File: src/rtl/free_list.sv
// free_list
//   Free physical-register list for a register-renaming front end. At reset
//   every physical register above the architectural ones (NUM_ARCH_REGS ..
//   NUM_ARCH_REGS+DEPTH-1) is free, so the list starts full. The rename stage
//   takes registers from the head. The ROB returns freed registers at the tail.
//
//   Handshake semantics (both sides are valid/ready style):
//     - Dequeue side: "valid" is !is_free_list_empty and "ready" is dequeue.
//       phys_reg is the head entry with zero read latency. A transfer happens
//       on a rising edge where dequeue && !is_free_list_empty. A dequeue
//       while empty is ignored. There is no bypass from enqueue_reg.
//     - Enqueue side: "valid" is enqueue and "ready" is "not full". A transfer
//       happens on a rising edge where enqueue && !full. An enqueue while full
//       is dropped and sets the sticky overflow flag until reset.
//
//   Optional feature: define FREE_LIST_FLUSH_EN to add the flush port. A
//   flush moves head back to retire_head, which includes that cycle's enqueue.
//   This reclaims every speculatively dequeued register. A flush overrides a
//   dequeue in the same cycle. An enqueue in that cycle is still written.
//
// Ports
//   clk                 clock, rising edge
//   rst                 asynchronous active-high reset
//   dequeue             rename stage consumes phys_reg this cycle
//   phys_reg            free register at the head of the list
//   is_free_list_empty  no free entry available
//   enqueue             ROB commit returns a freed register
//   enqueue_reg         the freed register
//   flush               mispredict recovery (FREE_LIST_FLUSH_EN only)
//   overflow            sticky: an enqueue arrived while the list was full
module free_list #(
  parameter int PHYS_REG_BITS = 6,
  parameter int NUM_ARCH_REGS = 32,
  parameter int DEPTH         = 2**PHYS_REG_BITS - NUM_ARCH_REGS
) (
  input  logic                     clk,
  input  logic                     rst,
  input  logic                     dequeue,
  output logic [PHYS_REG_BITS-1:0] phys_reg,
  output logic                     is_free_list_empty,
  input  logic                     enqueue,
  input  logic [PHYS_REG_BITS-1:0] enqueue_reg,
`ifdef FREE_LIST_FLUSH_EN
  input  logic                     flush,
`endif
  output logic                     overflow
);

  localparam int IDX_W = $clog2(DEPTH);
  localparam int PTR_W = IDX_W + 1;

  logic [PHYS_REG_BITS-1:0] mem [DEPTH];
  logic [PTR_W-1:0]         head;
  logic [PTR_W-1:0]         tail;
  logic                     full;
  logic                     deq_ok;
  logic                     enq_ok;

  // The pointer MSB is a wrap bit. The index bits roll from DEPTH-1 to 0
  // explicitly, so a DEPTH that is not a power of two still works.
  function automatic logic [PTR_W-1:0] ptr_inc(input logic [PTR_W-1:0] p);
    if (p[IDX_W-1:0] == IDX_W'(DEPTH - 1))
      return {~p[PTR_W-1], {IDX_W{1'b0}}};
    else
      return p + PTR_W'(1);
  endfunction

  assign is_free_list_empty = (head == tail);
  assign full     = (head[IDX_W-1:0] == tail[IDX_W-1:0]) &&
                    (head[PTR_W-1] != tail[PTR_W-1]);
  assign deq_ok   = dequeue && !is_free_list_empty;
  assign enq_ok   = enqueue && !full;
  assign phys_reg = mem[head[IDX_W-1:0]];

  // Storage. Reset reloads the initial free registers, so a write in
  // progress when rst asserts is lost.
  always_ff @(posedge clk or posedge rst) begin
    if (rst) begin
      for (int i = 0; i < DEPTH; i++)
        mem[i] <= PHYS_REG_BITS'(NUM_ARCH_REGS + i);
    end else if (enq_ok) begin
      mem[tail[IDX_W-1:0]] <= enqueue_reg;
    end
  end

  // Tail starts with the wrap bit set: head and tail indices match, wraps differ -> full.
  always_ff @(posedge clk or posedge rst) begin
    if (rst)
      tail <= {1'b1, {IDX_W{1'b0}}};
    else if (enq_ok)
      tail <= ptr_inc(tail);
  end

  always_ff @(posedge clk or posedge rst) begin
    if (rst)
      overflow <= 1'b0;
    else if (enqueue && full)
      overflow <= 1'b1;
  end

`ifdef FREE_LIST_FLUSH_EN
  // retire_head advances with each enqueue. It is the recovery point that
  // head returns to on a flush.
  logic [PTR_W-1:0] retire_head;
  logic [PTR_W-1:0] retire_head_next;

  always_comb begin
    retire_head_next = retire_head;
    if (enq_ok)
      retire_head_next = ptr_inc(retire_head);
  end

  always_ff @(posedge clk or posedge rst) begin
    if (rst)
      retire_head <= '0;
    else
      retire_head <= retire_head_next;
  end

  always_ff @(posedge clk or posedge rst) begin
    if (rst)
      head <= '0;
    else if (flush)
      head <= retire_head_next;
    else if (deq_ok)
      head <= ptr_inc(head);
  end
`else
  // Without flush recovery nothing reads retire_head, so only head and tail
  // are kept.
  always_ff @(posedge clk or posedge rst) begin
    if (rst)
      head <= '0;
    else if (deq_ok)
      head <= ptr_inc(head);
  end
`endif

endmodule

File: config.mk
export PLATFORM = sky130hd
export DESIGN_NAME = free_list
export DESIGN_NICKNAME = d
export VERILOG_FILES = /design/src/rtl/free_list.sv
export SDC_FILE = /design/constraint.sdc
export NUM_CORES = 1
export LEC_CHECK = 0
export CORE_UTILIZATION = 45
export DETAILED_ROUTE_END_ITERATION = 16
export SLEW_MARGIN = 5
export SYNTH_ARGS = -nofsm -noshare
export SYNTH_HDL_FRONTEND = slang
export SYNTH_SLANG_ARGS = --single-unit
File: constraint.sdc
create_clock -name clk -period 11.6 [get_ports clk]
set_input_delay 1.74 -clock clk [delete_from_list [all_inputs] [get_ports clk]]
set_output_delay 1.74 -clock clk [all_outputs]
set_load 0.03 [all_outputs]
=== Word-level counts from Yosys, hierarchy flattened ===
Index checks and enable logic that the tools add are counted.

* Output and inout bits: 8
* Bits in registers: 205
* Bits of input ports: 10
* Word-level logic and storage cells: 64

* $add $sub $neg: 2
* Order comparisons: 3
* Eq/ne operators: 5
* Bitwise operators: 4
* Muxes and demuxes: 8
* Reduce and logical (&&, ||, !) cells: 7

{| class="wikitable"
|+ Operators by type and width
! cell !! number
|-
| 192-bit bitwise mux || 1
|-
| 6-bit binary-select mux with 5-bit select || 1
|-
| 6-bit demux with 5-bit select || 1
|-
| 6-bit 2-to-1 mux || 5
|-
| 6-bit by 1-bit adder with 6-bit output, second input constant || 2
|-
| 6-bit greater-or-equal comparator, second input constant || 2
|-
| 5-bit inverter with 6-bit output || 2
|-
| 5-bit == test, second input constant || 2
|-
| 6-bit == test || 1
|-
| 6-bit by 1-bit < comparator with 1-bit output, second input constant || 1
|-
| 5-bit == test || 1
|-
| 1-bit logical AND || 5
|-
| 1-bit zero test || 2
|-
| 1-bit inverter || 2
|-
| 1-bit inequality test || 1
|}

=== Depth between registers and ports, before layout ===
Gate-level depths: netlist of run 1.

* Depth in word-level cells: 6
* Gate-level depth with buffers: 8
* Mapped depth without buffers: 6

=== Worst setup path after synthesis of run 1 ===
OpenSTA, ideal clock, no wires.

* Path type: register to output
* From: reg head[0]
* To: out phys_reg[3]
* Cell stages (with the launch flop): 6
* Slack: 7.838 ns
* Required time: 9.860 ns
* Arrival: 2.022 ns
* Cells stage by stage: dfrtp_1 -> buf_2 -> buf_4 -> mux4_2 -> mux4_2 -> mux2_2

* Cells in the longest elaborated chain, start to end: 4

{| class="wikitable"
|+ Ends and longest elaborated chain
! what !! line !! text
|-
| start, declared || 53 || <nowiki>logic [PTR_W-1:0] head;</nowiki>
|-
| start signal, assigned || 135 || <nowiki>head <= ptr_inc(head);</nowiki>
|-
| 5-bit inverter with 6-bit output (implied by the code) || 73 || <nowiki>assign phys_reg = mem[head[IDX_W-1:0]];</nowiki>
|-
| 6-bit binary-select mux with 5-bit select || 73 ||
|-
| 6-bit 2-to-1 mux (implied by the code) (2 in series) || 73 ||
|-
| end, declared || 39 || <nowiki>output logic [PHYS_REG_BITS-1:0] phys_reg,</nowiki>
|}

No other way between the ends. The select of a mux whose other input is x is not followed.

=== Worst setup path in the final report of run 1 ===
* From: reg head[0]
* To: out phys_reg[0]

Same word-level chain as after synthesis.

==> metrics.txt, run 1 <==
status complete, no violations; gpl congestion around 0.75; Hold EP mem[139]$_DFFE_PP0P_; Ys Warns 0; crit path kind flop to primary output; I/O Buffers 17; Unique masters post-synth 37; Initial Utilization 0.464; core area about 21000 um2; H-tree levels 1; Worst R2R Path Depth 6; hold path startpoint mem[139]$_DFFE_PP0P_; row cnt 53; pins over their slew limit 0; hold path cells 1; CTS tree yes; CTS root buf clkbuf_16; Worst-Skew Late Latency 0.50 ns; Setup TNS 0 ns; Via density 5.91; Leakage Power 4.55 nW; drt total wl 21600 um; die area 22500 um2; cts hold-fix bufs 0; cell count after synthesis 614; P per Cell Area about 280 nW/um2; I/O Pins 18; fin area 11000 um2; Final ANT Viol Nets 0; Synth area leader dfstp_2; most common cell after layout, fill and taps aside mux2_2; layout cells sized above 1 0.697; R2R Setup Slk between 8 and 9 ns; vias in the first global route 5696; Die X 150 um; first-pass GRT wire length 34500 um; RR Endpoint mem[42]$_DFFE_PP0P_; RSZ-0062 raised after global routing false; Synth Cell Area 9850 um2; TritonRoute pass-1 iters 4; Total GRT Usage 0.206; Seq/Total Area, Yosys 0.535; peak supply drop 140 uV; DR DRC count 0; # resized after CTS 0; post-synthesis net count about 630; Avg Inst Size Synth 16.0 um2; via count between 5k and 6k; Congestion Overflow GR 0; Fin. Hold Viols 0; Clk pin slew, worst setup/hold paths 0.05 ns; most frequent cells in the layout mux2_2 (200), dfstp_2 (113), dfrtp_1 (90); Routed WL per cell 23.8 um; EDFF count, synth 0; Post-synth top flop dfstp_2; Antenna Cells 0; Critical Path AT approximately 3.8 ns; post-DP HPWL 13500 um; worst hold path class flop to flop; Clock Path Buffers 3; slew margin rel. 0.159; endpoint type of the worst setup path primary output; number of DRC markers in iteration 0 245; CP Max Fanout 53; worst-margin pin slew 1.26 ns; Die Span Y approximately 150 um; Yosys top cell area share 0.301; fin util 0.519; initial antenna violation count 0; Tcrit/Tclk final 0.477; largest net degree at the start of global routing 151; Fin Clk Skew slightly below 0.008 ns; worst r2r src head[0]$_DFFE_PP0P_; Placed Area 10200 um2; Max Clk Rate 0.181 GHz; required time worst endpoint 9.86 ns; TritonCTS Buffers 24; setup ws final 6.06 ns; max cap viols 0; setup violators final 0; area delta synth->final 11.7%; setup bufs post-CTS 0; top cells by area, synth dfstp_2 (30%), dfrtp_1 (23%), mux2_2 (23%), mux4_2 (14%), nand3_2 (2.0%); Seq cells post-synth 205; Worst Setup Start Kind flop; dpl ws between 6 and 7 ns; nets between 600 and 700; CTS Sinks 205; ys async rst share 1.00; crit path time final 5.54 ns
[report_power, final]
group / internal (W) / leakage, nW / switching (W)
sequential: 0.00111 / 2.35 / 0.000251
clock: 0.000458 / 0.397 / 0.000285
combinational: 0.000604 / 1.81 / 0.000415
total: 0.00217 / 4.55 / 0.000951
[registers in the layout, summed over array words and instances, names as in the netlist]
register and count:
head 6, mem 192, overflow 1, tail 6
[area by class of cell]
type | count | area (um2)
multi-input combinational | 356 | 4350
sequential | 205 | 5280
clock buffer | 42 | 790
inverter | 5 | 26.3
fill | 1756 | 10200
clock inverter | 2 | 13.8
tap | 275 | 344
timing repair buffer | 23 | 210
[cells in the mapped netlist (2+ instances only)]
master and number:
a32o_1 2, and2_1 4, and3_1 4, buf_1 2, buf_2 9, buf_4 7, clkbuf_1 30, dfrtp_1 92
dfstp_2 113, ha_1 7, inv_1 5, mux2_1 2, mux2_2 200, mux4_2 60, nand2_1 3, nand3_1 14
nand3_2 20, nand4b_1 2, nor2_1 8, nor3_1 3, nor3b_1 4, o211ai_1 2, xnor2_1 4, xor2_1 4
[cells by family (layout without fill, tap and decap cells)]
family | count (synthesis) | in the layout | share of synthesized area
xor+xnor | 8 | 8 | 0.00711
mux | 262 | 262 | 0.368
flops | 205 | 205 | 0.535
fa+ha+maj | 7 | 7 | 0.00889
buf+inv | 53 | 72 | 0.0240
simple gates | 68 | 68 | 0.0476
compound gates | 11 | 11 | 0.00940
[stage by stage]
step                      hold slack, ns  total power [W]  std cells
after floorplan                    0.459          0.00209        614
after global placement             0.465          0.00236        864
after detailed placement           0.480          0.00240        864
after CTS                          0.491          0.00315        908
after global routing               0.507          0.00329        908
final                              0.487          0.00312        908
[worst max path at each step]
stage | from | end | depth (start not counted)
final | head[0]$_DFFE_PP0P_ | phys_reg[0] | 4
after global routing | head[0]$_DFFE_PP0P_ | phys_reg[1] | 4
after CTS | head[0]$_DFFE_PP0P_ | phys_reg[3] | 4
after detailed placement | head[0]$_DFFE_PP0P_ | phys_reg[3] | 4
after global placement | head[0]$_DFFE_PP0P_ | phys_reg[3] | 4
after floorplan | rst | head[0]$_DFFE_PP0P_ | 1
[worst max-delay path, stage by stage (launching register included)]
cell and delay (ns):
dfrtp_4 1.14, mux4_2 0.67, mux4_2 0.52, mux2_2 0.30
clkdlybuf4s50_1 0.59
[metal layers]
layer,vias up,GRT usage,share of wire
met5,-,0,0
met4,0,0.0449,0.014
met3,25,0.0332,0.034
met2,81,0.329,0.47
met1,2940,0.296,0.48
li1,2319,-,-
No activity file was read; power rests on OpenSTA's default activity.
==> run 2, diff against run 1 <==
clock period = 5.7 ns   (was 11.6 ns; I/O delays follow)
==> run 2 against run 1 <==
Against the previous run: via count is 0.28% lower; clock power is 92% higher; final cell count stayed put; global-route usage is 0.31 points higher; critical path type unchanged; critical endpoint is now phys_reg[5]; largest cell class unchanged; largest power group unchanged.
==> metrics.txt, run 2 (same netlist as run 1, synthesis figures left out) <==
post-DP HPWL 13800 um (was 13500 um); CTS Sinks 205 (unchanged); Antenna Cells 0 (unchanged); via count 5350 (was 5365); crit path kind flop to primary output (unchanged); core area 21200 um2 (unchanged); TritonRoute pass-1 iters 4 (unchanged); CTS root buf clkbuf_16 (unchanged); initial antenna violation count 0 (unchanged); max FFs per register 192 (unchanged); DR DRC count 0 (unchanged); worst hold path class flop to flop (unchanged); vias in the first global route 5738 (was 5696); Final ANT Viol Nets 0 (unchanged); Fin Clk Skew 0.0141 ns (was 0.00781 ns); Total GRT Usage 0.209 (was 0.206); row cnt 53 (unchanged); nets 634 (was 632); endpoint type of the worst setup path primary output (unchanged); RSZ-0062 raised after global routing false (unchanged); Critical Path AT 3.74 ns (was 3.80 ns); max cap viols 0 (unchanged); first-pass GRT wire length 34800 um (was 34500 um); status complete, no violations (unchanged); Max Clk Rate about 0.22 GHz; crit path time final 4.59 ns; setup bufs post-CTS 0 (unchanged); Die Span Y 150 um (unchanged); cts hold-fix bufs 0 (unchanged); Worst Setup Start Kind flop (unchanged); Cell Count, Final, Fillers Out 908 (unchanged); drt total wl 21800 um (was 21600 um); peak supply drop 233 uV (was 140 uV); worst-margin pin slew 1.24 ns (was 1.26 ns); Fin. Hold Viols 0 (unchanged); worst hold margin 0.481 ns (was 0.487 ns); Leakage Power 4.54 nW (was 4.55 nW); layout cells sized above 1 0.697 (unchanged); hold path startpoint overflow$_DFFE_PP0P_ (was mem[139]$_DFFE_PP0P_); Worst R2R Path Depth 6 (unchanged); worst r2r src head[0]$_DFFE_PP0P_ (unchanged); I/O Buffers 17 (unchanged); CTS tree yes (unchanged); die area 22500 um2 (unchanged); I/O Pins 18 (unchanged); H-tree levels 1 (unchanged); Via density 5.89 (was 5.91); largest net degree at the start of global routing 121 (was 151); Tcrit/Tclk final 0.806; Placed Cells 868 (was 864); Worst-Skew Late Latency 0.50 ns (about the same); most common cell after layout, fill and taps aside mux2_2 (unchanged); most frequent cells in the layout mux2_2 (200), dfstp_2 (113), dfrtp_1 (90) (unchanged); pins over their slew limit 0 (unchanged); Die X 150 um (unchanged); Initial Utilization 0.464 (unchanged); Setup TNS 0 ns (unchanged); number of DRC markers in iteration 0 246 (was 245); Top Registers mem x192, head x6, tail x6 (unchanged); hold path cells 1 (unchanged); R2R Setup Slk 2.64 ns (was 8.61 ns); setup violators final 0 (unchanged); Routed WL per cell 24.0 um (was 23.8 um); slew margin rel. 0.172 (was 0.159); Congestion Overflow GR 0 (unchanged); Top reg by flops mem (unchanged); RR Endpoint mem[37]$_DFFE_PP0P_ (was mem[42]$_DFFE_PP0P_); # resized after CTS 0 (unchanged); Clock Path Buffers 3 (unchanged); area delta synth->final 11.5% (was 11.7%); CP Max Fanout 50 (was 53); TritonCTS Buffers 22 (was 24); gpl congestion 0.751 (was 0.754); Hold EP overflow$_DFFE_PP0P_ (was mem[139]$_DFFE_PP0P_); Clk pin slew, worst setup/hold paths 0.06 ns (was 0.05 ns); P per Cell Area 572 nW/um2 (was 284 nW/um2); required time worst endpoint 4.85 ns (was 9.86 ns)
run 2: cell types whose count changed in the layout (fill, tap and decap cells not counted):
cell	change
clkdlybuf4s50_1	+1
clkbuf_8	-3
buf_4	+3
clkinvlp_4	+1
buf_12	+1
clkbuf_1	-1
clkbuf_16	-2
bufinv_16	+1
clkinv_2	+2
buf_2	-1
inv_8	-1
inv_6	-1
run 2: layout make-up:
cell class	count	area (um2)
Timing Repair Buffer	27	258
Clock inverter	4	45.0
Clock buffer	36	694
Multi-Input combinational cell	356	4350
Fill cell	1742	10200
Sequential cell	205	5280
Tap cell	275	344
Inverter	5	22.5
run 2: where the power goes:
group	leakage [nW]	total, W	switching [W]	internal, W
Clock	0.367	0.00143	0.000558	0.000874
Sequential	2.35	0.00279	0.000525	0.00226
Combinational	1.83	0.00206	0.000819	0.00124
Total	4.54	0.00628	0.00190	0.00438
run 2: how the worst max path moves through the flow:
stage,start,end,slack [ns],cells after the start
2_1_floorplan,rst,head[0]$_DFFE_PP0P_,2.28,1
3_3_place_gp,head[0]$_DFFE_PP0P_,phys_reg[5],1.56,5
3_5_place_dp,head[0]$_DFFE_PP0P_,phys_reg[5],1.56,5
4_1_cts,head[0]$_DFFE_PP0P_,phys_reg[5],1.01,5
5_1_grt,head[0]$_DFFE_PP0P_,phys_reg[5],0.90,5
6_report,head[0]$_DFFE_PP0P_,phys_reg[5],1.11,4
run 2: routing by layer:
layer,global-route usage,vias to the layer above,share of wire,routed length (um)
met5,0,-,0,0
met4,0.0505,0,0.019,423
met3,0.0381,29,0.051,1120
met2,0.319,91,0.46,10100
met1,0.308,2905,0.46,10100
li1,-,2325,-,-
run 2: worst max-delay path, cell delays in order (launching register included):
cell             delay [ns]
dfrtp_4                1.12
mux4_2                 0.65
mux4_2                 0.52
mux2_2                 0.31
clkdlybuf4s50_1        0.59
run 2: through the flow:
stage | util | cell area (um2) | setup slack, ns | power, W
floorplan | - | 9860 | 2.28 | 0.00426
global placement | 0.483 | 10200 | 1.56 | 0.00480
detailed placement | 0.483 | 10200 | 1.56 | 0.00489
CTS | 0.518 | 11000 | 1.01 | 0.00635
global route | 0.518 | 11000 | 0.898 | 0.00663
finish | 0.518 | 11000 | 1.11 | 0.00628
